$ cat src/rtl/serial_rx_capture_pkg.sv
// Shared definitions for the serial capture block: FSM encodings, default
// bit period and FIFO entry width ({frame_err, data[7:0]}).
package serial_rx_capture_pkg;

  typedef enum logic [2:0] {
    IDLE  = 3'd0,
    START = 3'd1,
    DATA  = 3'd2,
    STOP  = 3'd3,
    BREAK = 3'd4
  } rx_state_t;

  localparam int CLK_DIV_DEFAULT = 106;
  localparam int ENTRY_W         = 9;

  function automatic logic [ENTRY_W-1:0] pack_entry(input logic frame_err,
                                                     input logic [7:0] data);
    return {frame_err, data};
  endfunction

endpackage

$ cat src/rtl/serial_rx_capture_if.sv
// Byte output stream of the serial capture block: valid/ready plus the head
// byte and its framing-error flag.
interface serial_rx_capture_if;
  logic       out_valid;
  logic       out_ready;
  logic [7:0] out_data;
  logic       out_frame_err;

  modport master (output out_valid, output out_data, output out_frame_err,
                  input  out_ready);
  modport slave  (input  out_valid, input  out_data, input  out_frame_err,
                  output out_ready);
endinterface

$ cat src/rtl/serial_fifo_fwft.sv
// First-word-fall-through FIFO. A push into a full FIFO is accepted only when
// a pop happens in the same cycle; otherwise it is dropped and flagged.
module serial_fifo_fwft #(
  parameter int DEPTH   = 16,
  parameter int WIDTH   = 9,
  parameter int LEVEL_W = 5
) (
  input  logic               clk,
  input  logic               resetn,
  input  logic               wr_en,
  input  logic [WIDTH-1:0]   wr_data,
  input  logic               rd_en,
  output logic [WIDTH-1:0]   rd_data,
  output logic               empty,
  output logic               drop,
  output logic [LEVEL_W-1:0] level
);

  localparam int AW = $clog2(DEPTH);

  logic [WIDTH-1:0]   mem [DEPTH];
  logic [LEVEL_W-1:0] wr_cnt;
  logic [LEVEL_W-1:0] rd_cnt;
  logic               full;
  logic               do_pop;
  logic               do_push;

  assign level   = wr_cnt - rd_cnt;
  assign empty   = (level == '0);
  assign full    = (level == LEVEL_W'(DEPTH));
  assign do_pop  = rd_en && !empty;
  assign do_push = wr_en && (!full || do_pop);
  assign drop    = wr_en && full && !do_pop;
  assign rd_data = mem[rd_cnt[AW-1:0]];

  // Storage is reset so the head reads back as zero after any reset.
  always_ff @(posedge clk or negedge resetn) begin
    if (!resetn) begin
      for (int i = 0; i < DEPTH; i++) mem[i] <= '0;
      wr_cnt <= '0;
      rd_cnt <= '0;
    end else begin
      if (do_push) begin
        mem[wr_cnt[AW-1:0]] <= wr_data;
        wr_cnt              <= wr_cnt + LEVEL_W'(1);
      end
      if (do_pop) rd_cnt <= rd_cnt + LEVEL_W'(1);
    end
  end

endmodule

$ cat src/rtl/serial_rx_capture.sv
// 8N1 UART receiver feeding a FWFT byte FIFO, with framing-error tagging and
// a sticky overflow flag.
module serial_rx_capture
  import serial_rx_capture_pkg::*;
#(
  parameter int CLK_DIV    = CLK_DIV_DEFAULT,
  parameter int FIFO_DEPTH = 16,
  parameter int LEVEL_W    = 5
) (
  input  logic                clk,
  input  logic                resetn,
  input  logic                rx,
  serial_rx_capture_if.master out_if,
  output logic                overflow,
  input  logic                clear_overflow,
  output logic [LEVEL_W-1:0]  level
);

  localparam int HALF  = CLK_DIV / 2;
  localparam int CNT_W = $clog2(CLK_DIV);
  localparam logic [CNT_W-1:0] CNT_BIT  = CNT_W'(CLK_DIV - 1);
  localparam logic [CNT_W-1:0] CNT_HALF = CNT_W'(HALF - 1);

  rx_state_t          state;
  logic               sync1;
  logic               rs;
  logic               rs_prev;
  logic [CNT_W-1:0]   cnt;
  logic [2:0]         idx;
  logic [7:0]         shreg;
  logic               push;
  logic [ENTRY_W-1:0] push_data;
  logic [ENTRY_W-1:0] head;
  logic               empty;
  logic               drop;

  always_ff @(posedge clk or negedge resetn) begin
    if (!resetn) begin
      sync1   <= 1'b1;
      rs      <= 1'b1;
      rs_prev <= 1'b1;
      state   <= IDLE;
      cnt     <= '0;
      idx     <= '0;
      shreg   <= '0;
    end else begin
      sync1   <= rx;
      rs      <= sync1;
      rs_prev <= rs;
      case (state)
        IDLE: begin
          if (rs_prev && !rs) begin
            state <= START;
            cnt   <= CNT_HALF;
          end
        end
        START: begin
          if (cnt == '0) begin
            if (rs) begin
              state <= IDLE;
            end else begin
              state <= DATA;
              cnt   <= CNT_BIT;
              idx   <= '0;
            end
          end else begin
            cnt <= cnt - CNT_W'(1);
          end
        end
        DATA: begin
          if (cnt == '0) begin
            shreg <= {rs, shreg[7:1]};
            cnt   <= CNT_BIT;
            if (idx == 3'd7) state <= STOP;
            else             idx   <= idx + 3'd1;
          end else begin
            cnt <= cnt - CNT_W'(1);
          end
        end
        STOP: begin
          // A low stop bit parks in BREAK so a held-low line is not re-decoded.
          if (cnt == '0) state <= rs ? IDLE : BREAK;
          else           cnt   <= cnt - CNT_W'(1);
        end
        BREAK: begin
          if (rs) state <= IDLE;
        end
        default: state <= IDLE;
      endcase
    end
  end

  assign push      = (state == STOP) && (cnt == '0);
  assign push_data = pack_entry(~rs, shreg);

  serial_fifo_fwft #(
    .DEPTH   (FIFO_DEPTH),
    .WIDTH   (ENTRY_W),
    .LEVEL_W (LEVEL_W)
  ) u_fifo (
    .clk     (clk),
    .resetn  (resetn),
    .wr_en   (push),
    .wr_data (push_data),
    .rd_en   (out_if.out_ready),
    .rd_data (head),
    .empty   (empty),
    .drop    (drop),
    .level   (level)
  );

  assign out_if.out_valid     = ~empty;
  assign out_if.out_data      = head[7:0];
  assign out_if.out_frame_err = head[8];

  // A drop in the same cycle beats clear_overflow.
  always_ff @(posedge clk or negedge resetn) begin
    if (!resetn)             overflow <= 1'b0;
    else if (drop)           overflow <= 1'b1;
    else if (clear_overflow) overflow <= 1'b0;
  end

endmodule

$ cat src/flat_wrapper.sv
// flat-port wrapper written by rule: the top's interface ports become plain ports
module serial_rx_capture_flat import serial_rx_capture_pkg::*;
#(
  parameter int CLK_DIV    = CLK_DIV_DEFAULT,
  parameter int FIFO_DEPTH = 16,
  parameter int LEVEL_W    = 5
)
  (clk, resetn, rx, overflow, clear_overflow, level, out_if_out_valid, out_if_out_data, out_if_out_frame_err, out_if_out_ready);
  serial_rx_capture_if out_if_i ();
  input  logic clk;
  input  logic resetn;
  input  logic rx;
  output logic overflow;
  input  logic clear_overflow;
  output logic [LEVEL_W-1:0] level;
  output wire logic [$bits(out_if_i.out_valid)-1:0] out_if_out_valid;
  output wire logic [$bits(out_if_i.out_data)-1:0] out_if_out_data;
  output wire logic [$bits(out_if_i.out_frame_err)-1:0] out_if_out_frame_err;
  input wire logic [$bits(out_if_i.out_ready)-1:0] out_if_out_ready;
  assign out_if_out_valid = out_if_i.out_valid;
  assign out_if_out_data = out_if_i.out_data;
  assign out_if_out_frame_err = out_if_i.out_frame_err;
  assign out_if_i.out_ready = out_if_out_ready;
  serial_rx_capture #(.CLK_DIV(CLK_DIV), .FIFO_DEPTH(FIFO_DEPTH), .LEVEL_W(LEVEL_W)) u_core (.clk(clk), .resetn(resetn), .rx(rx), .out_if(out_if_i), .overflow(overflow), .clear_overflow(clear_overflow), .level(level));
endmodule
$ cat config.mk
export PLATFORM = sky130hd
export DESIGN_NAME = serial_rx_capture_flat
export DESIGN_NICKNAME = d
export VERILOG_FILES = /design/src/rtl/serial_rx_capture_pkg.sv /design/src/rtl/serial_rx_capture_if.sv /design/src/rtl/serial_fifo_fwft.sv /design/src/rtl/serial_rx_capture.sv /design/src/flat_wrapper.sv
export SDC_FILE = /design/constraint.sdc
export NUM_CORES = 1
export LEC_CHECK = 0
export BUFFER_PORTS_ARGS = -buffer_cell sky130_fd_sc_hd__buf_4
export CORE_AREA = 2 2 149 151
export CTS_BUF_LIST = sky130_fd_sc_hd__clkbuf_16
export DETAILED_ROUTE_END_ITERATION = 8
export DIE_AREA = 0 0 151 153
export RECOVER_POWER = 50
export SKIP_LAST_GASP = 1
export SLEW_MARGIN = 20
export SYNTH_ARGS = -nofsm -noshare
export SYNTH_HDL_FRONTEND = slang
export SYNTH_SLANG_ARGS = --single-unit
export TNS_END_PERCENT = 30
$ cat constraint.sdc
create_clock -name clk -period 3 [get_ports clk]
set_input_delay 0.6 -clock clk [delete_from_list [all_inputs] [get_ports clk]]
set_output_delay 0.6 -clock clk [all_outputs]
set_load 0.02 [all_outputs]
After elaboration in Yosys (flattened, before gate mapping)
Index checks and enable logic that the tools add are counted.
- word-level logic and storage cells: 104
- output and inout port bits: 16
- bits in registers: 179
- bits of input ports: 5
- order comparisons: 3
- mux-type cells: 28
- eq/ne operators: 16
- bitwise gates (word level): 4
- reductions and logical operators: 22
- add/sub/neg operators: 5
- operators by type and width (kind ; number):
    $bwmux 144 ; 1
    $bmux 9 s4 ; 1
    $demux 9 s4 ; 1
    $mux 7 ; 5
    $mux 3 ; 11
    $pmux 7 s4 ; 1
    $mux 9 ; 3
    $pmux 3 s5 ; 1
    $ne 2x1->1 const B ; 6
    $add 5x1->5 const B ; 2
    $ge 5x5->1 const B ; 2
    $not 4->5 ; 2
    $logic_and 1x1->1 ; 7
    $logic_not 7->1 ; 1
    $sub 7x1->7 const B ; 1
    $eq 3x2->1 const B ; 2
    $eq 3x3->1 const B ; 2
    $ne 2x2->1 const B ; 3
    $pmux 3 s2 ; 1
    $reduce_and 6->1 ; 1
    $eq 5x5->1 const B ; 1
    $logic_not 5->1 ; 1
    $lt 5x1->1 const B ; 1
    $reduce_and 5->1 ; 1
    14 further kinds ; 20

Logic depth before layout (Yosys ltp)
- depth in word-level cells: 7
- mapped depth: 9
- gate-level depth less buffers: 8

Modules after synthesis
A second synthesis with hierarchy kept.
- cells, all modules: 616
- area total of the unflattened synthesis: 8833.5 um^2
- by module, submodules not included (module ; times used ; seq. area each (um^2) ; area an instance (um^2) ; cells an instance):
    serial_fifo_fwft ; 1 ; 3853.7 ; 7578.5 ; 502
    serial_rx_capture ; 1 ; 629.4 ; 1255.0 ; 114

Worst setup path after synthesis
No wires, ideal clock.
- path kind: register to output
- start: reg u_core.u_fifo.rd_cnt[2]
- end: out out_if_out_valid
- data arrival time: 2.564 ns
- cell stages (with the launch flop): 9
- data required time: 2.400 ns
- path buffers: 2
- path slack: -0.164 ns
- cells stage by stage: dfrtp_1 > buf_1 > clkinv_1 > ha_1 > xnor2_2 > nor2_1 > mux2i_4 > buf_4 > or2_2
- longest elaborated chain between the ends: 3
- RTL lines (what ; RTL line ; text):
    start, declared ; serial_fifo_fwft.sv:23 ; logic [LEVEL_W-1:0] rd_cnt;
    start signal, assigned ; serial_fifo_fwft.sv:47 ; if (do_pop) rd_cnt <= rd_cnt + LEVEL_W'(1);
    $sub 5x5->5 ; serial_fifo_fwft.sv:28 ; assign level = wr_cnt - rd_cnt;
    named net level[2] ; flat_wrapper.sv:15 ; output logic [LEVEL_W-1:0] level;
    $logic_not 5->1 ; serial_fifo_fwft.sv:29 ; assign empty = (level == '0);
    $not 1->1 ; serial_rx_capture.sv:112 ; assign out_if.out_valid = ~empty;
    end, declared ; flat_wrapper.sv:16 ; output wire logic [$bits(out_if_i.out_valid)-1:0] out_if_out_valid;
The timed path passes the listed nets, and every way through them passes these cells.

Final worst setup path
- start: reg u_core.u_fifo.wr_cnt[0]
- end: out out_if_out_valid
- longest elaborated chain between the ends: 3
- RTL lines (what ; RTL line ; text):
    start, declared ; serial_fifo_fwft.sv:22 ; logic [LEVEL_W-1:0] wr_cnt;
    start signal, assigned ; serial_fifo_fwft.sv:45 ; wr_cnt <= wr_cnt + LEVEL_W'(1);
    $sub 5x5->5 ; serial_fifo_fwft.sv:28 ;
    $logic_not 5->1 ; serial_fifo_fwft.sv:29 ;
    $not 1->1 ; serial_rx_capture.sv:112 ;
No other way between the ends.

==> summary.txt <==
Status
  – Run status: completed

Power and ir drop
  – PD cells: between 600 and 700 nW/um^2
  – Pleak: 4.84 nW
  – VDD IR max: 0.366 mV
  – PnR Total Power: roughly 6.9 mW

Synthesis
  – Largest cells by area after synthesis: dfrtp_1 (50%), mux2_2 (17%), mux4_2 (9.2%), o2111ai_4 (3.6%), mux2i_1 (2.2%)
  – Top FF cell, synth: dfrtp_1
  – Syn. warnings: 0
  – Distinct cell type count after synthesis: 54
  – Flops & latches, synth: 179
  – Synth async-reset ratio: 1.00
  – Syn_nets: between 600 and 700
  – EDFF count, synth: 0
  – Biggest area consumer among synthesized cells: dfrtp_1
  – Cells after synthesis: 627
  – Post-Syn Area: between 8000 and 9000 um^2
  – Syn avg cell area: between 10 and 15 um^2
  – Sequential share of the synthesized area: 0.507
  – Share of the synthesized area in the top cell type: 0.498

Worst setup path
  – Worst Setup Start Kind: flop
  – Arr. time, crit path: around 2400 ps
  – R2R setup slack: around 90 ps
  – Endpoint type of the worst setup path: primary output
  – Critical path required time: between 2000 and 2500 ps
  – Setup CP Type: flop to primary output
  – CP max FO: 3

Timing
  – Final setup fails: 0
  – Period minus WS final: 2990 ps
  – FMAX: 0.335 GHz
  – Post-route clock period utilization: 0.996
  – Final hold vios: 0
  – RSZ-0062 raised after global routing: yes
  – Max Slew Vio Count: 0
  – Rel. slew slack: 0.0319
  – Fin Clk Skew: between 15 and 20 ps
  – Least-Margin Pin Slew: approximately 1500 ps

Placement
  – Routability cong.: around 0.75
  – Port Buffer Count: 20
  – Cell Area, Placed: between 9000 and 10,000 um^2
  – Detailed placement HPWL: about 12,000 um
  – DP Cell Count: ~910

Global routing
  – Initial antenna violation count: 0
  – Global-route wire length before repair: between 30,000 and 40,000 um
  – Vias in the first global route: 5,618
  – Largest net degree at the start of global routing: a little under 70
  – Total GRT Usage: 0.180
  – GRT overflow: 0

Routing
  – DRC: 0
  – Routed len/inst: between 15 and 20 um
  – Via Count: around 5,300
  – Total Routed Length: around 19,000 um
  – Final ANT Viol Nets: 0
  – Initial DRT Pass Iterations: 6
  – First DRT Iteration DRCs: 178
  – Via density: 5.52

Clocking
  – CTS tree: built
  – Hold_buf cts: 0
  – CTS clk-pin slew, worst paths: 60 ps
  – Clock Path Buffers: 2
  – Clk_lat worst skew: 440 ps
  – Inserted Clock Buffers: 17
  – H-tree level count: 4
  – Clock sink count: ~180
  – Root Driver: clkbuf_16

Die
  – Initial Util: 0.412
  – Area of the core: about 21,000 um^2
  – Rows: 54
  – Top Ports: 21
  – Die height: approximately 150 um
  – Chip Width: 151 um
  – Total die area: approximately 23,000 um^2

Run
  – MaxCap Viol Count: 0

Finish
  – Layout cells sized above 1: 0.433
  – Synth-to-layout area growth: 15.5%
  – ANT cells: 0
  – Final instance area: between 10,000 and 15,000 um^2
  – Fin cells: 962
  – Final #Nets: about 690

Worst hold path
  – Hold Path Class: primary input to flop
-- Yosys cell counts (3+ instances only) --
| cell type | instances |
|---|---|
| clkbuf_1 | 22 |
| o2111ai_4 | 12 |
| nor2b_1 | 5 |
| buf_2 | 7 |
| and3_1 | 10 |
| a31oi_1 | 10 |
| o211ai_1 | 3 |
| nor2_1 | 16 |
| mux4_2 | 36 |
| mux2_4 | 7 |
| nor3_1 | 5 |
| or3_1 | 3 |
| o2111ai_2 | 4 |
| xor2_1 | 3 |
| nand2_1 | 45 |
| ha_1 | 12 |
| xnor2_1 | 9 |
| mux2i_1 | 19 |
| dfrtp_1 | 176 |
| a22o_1 | 4 |
| a21oi_1 | 13 |
| mux2_2 | 132 |
| dfstp_2 | 3 |
| inv_1 | 26 |
| o21ai_0 | 8 |
-- timing repair --
action,in CTS,in global routing
pin swaps,4,10
hold endpoints to repair,0,0
buffers inserted,4,13
gates resized for setup,11,5
setup endpoints to repair,11,134
-- worst max-delay path: stages (launching register included) --
cell	delay (ps)
dfrtp_1	360
inv_2	70
ha_4	160
fa_2	540
inv_2	60
nor4_4	290
mux2i_4	110
or2_4	240
buf_6	130
-- flip-flops by register name, summed over array words and instances (netlist names) --
name and flops:
u_core.u_fifo.mem 144, u_core.shreg 8, u_core.cnt 7, u_core.u_fifo.rd_cnt 5
u_core.u_fifo.wr_cnt 5, u_core.idx 3, u_core.state 3, u_core.overflow 1
u_core.rs 1, u_core.rs_prev 1, u_core.sync1 1
-- cells by family (layout without fill, tap and decap cells) --
family / after synthesis / in the layout / synth area share
adders and majority gates: 13 / 13 / 0.0192
DFF: 179 / 179 / 0.507
xor gates and xnor gates: 13 / 13 / 0.0137
and+or+nand+nor: 100 / 100 / 0.0566
AOI/OAI and AO/OA: 64 / 64 / 0.0770
muxes: 195 / 195 / 0.296
buffers and inverters: 63 / 118 / 0.0307
-- metal layers --
| metal | global-route usage | vias up | share of wire |
|---|---|---|---|
| li1 | - | 2394 | - |
| met1 | 0.248 | 2813 | 0.45 |
| met2 | 0.290 | 82 | 0.50 |
| met3 | 0.0388 | 18 | 0.035 |
| met4 | 0.0454 | 0 | 0.012 |
| met5 | 0 | - | 0 |
-- path summary, 6_finish.rpt --
path	from	to	cells past startpoint
min in group asynchronous	resetn	u_core.cnt[3]	1
max reg2reg	u_core.u_fifo.wr_cnt[0]	u_core.u_fifo.mem[135]	10
max	u_core.u_fifo.wr_cnt[0]	out_if_out_valid	8
min	rx	u_core.sync1	1
max in group asynchronous	resetn	u_core.u_fifo.mem[68]	2
min reg2reg	u_core.sync1	u_core.rs	0
-- power by group --
group	internal [mW]	switching, mW	total [mW]
clock	1.22	0.945	2.16
sequential	2.49	0.112	2.60
combinational	0.880	1.30	2.18
-- final cells by class --
| type | count | area [um^2] |
|---|---|---|
| Clock buffer | 17 | 425 |
| Clock inverter | 15 | 144 |
| Fill cell | 1865 | 11300 |
| Inverter | 28 | 109 |
| Multi-Input combinational cell | 385 | 4140 |
| Sequential cell | 179 | 4480 |
| Tap cell | 280 | 350 |
| Timing Repair Buffer | 58 | 562 |
-- placed cells by master (no fill, tap or decap), types with 4 or more instances in the layout --
| cell type | synthesis | final |
|---|---|---|
| o21ai_0 | 8 | 8 |
| o2111ai_4 | 12 | 12 |
| clkinv_1 | 2 | 5 |
| a21oi_1 | 13 | 13 |
| clkbuf_16 | 0 | 17 |
| ha_1 | 12 | 10 |
| mux2_4 | 7 | 7 |
| nor2b_1 | 5 | 5 |
| buf_12 | 0 | 9 |
| and3_1 | 10 | 10 |
| nor2_1 | 16 | 15 |
| mux2i_1 | 19 | 18 |
| nor3_1 | 5 | 5 |
| dfrtp_1 | 176 | 175 |
| a22o_1 | 4 | 4 |
| a31oi_1 | 10 | 10 |
| buf_4 | 2 | 41 |
| nand2_1 | 45 | 45 |
| mux2_2 | 132 | 132 |
| clkinvlp_4 | 0 | 4 |
| mux4_2 | 36 | 36 |
| xnor2_1 | 9 | 9 |
| inv_1 | 26 | 25 |
| o2111ai_2 | 4 | 4 |
-- through the flow --
step           utilization  setup WS [ps]  TNS, ps  hold slack [ps]
2_1_floorplan            -           97.1        0              304
3_3_place_gp         0.439            112        0              351
3_5_place_dp         0.439           74.0        0              347
4_1_cts              0.469          -27.8    -27.8              149
5_1_grt              0.475           -109    -1030              260
6_report             0.475           12.2        0              277
(Power assumes the default switching activity.)
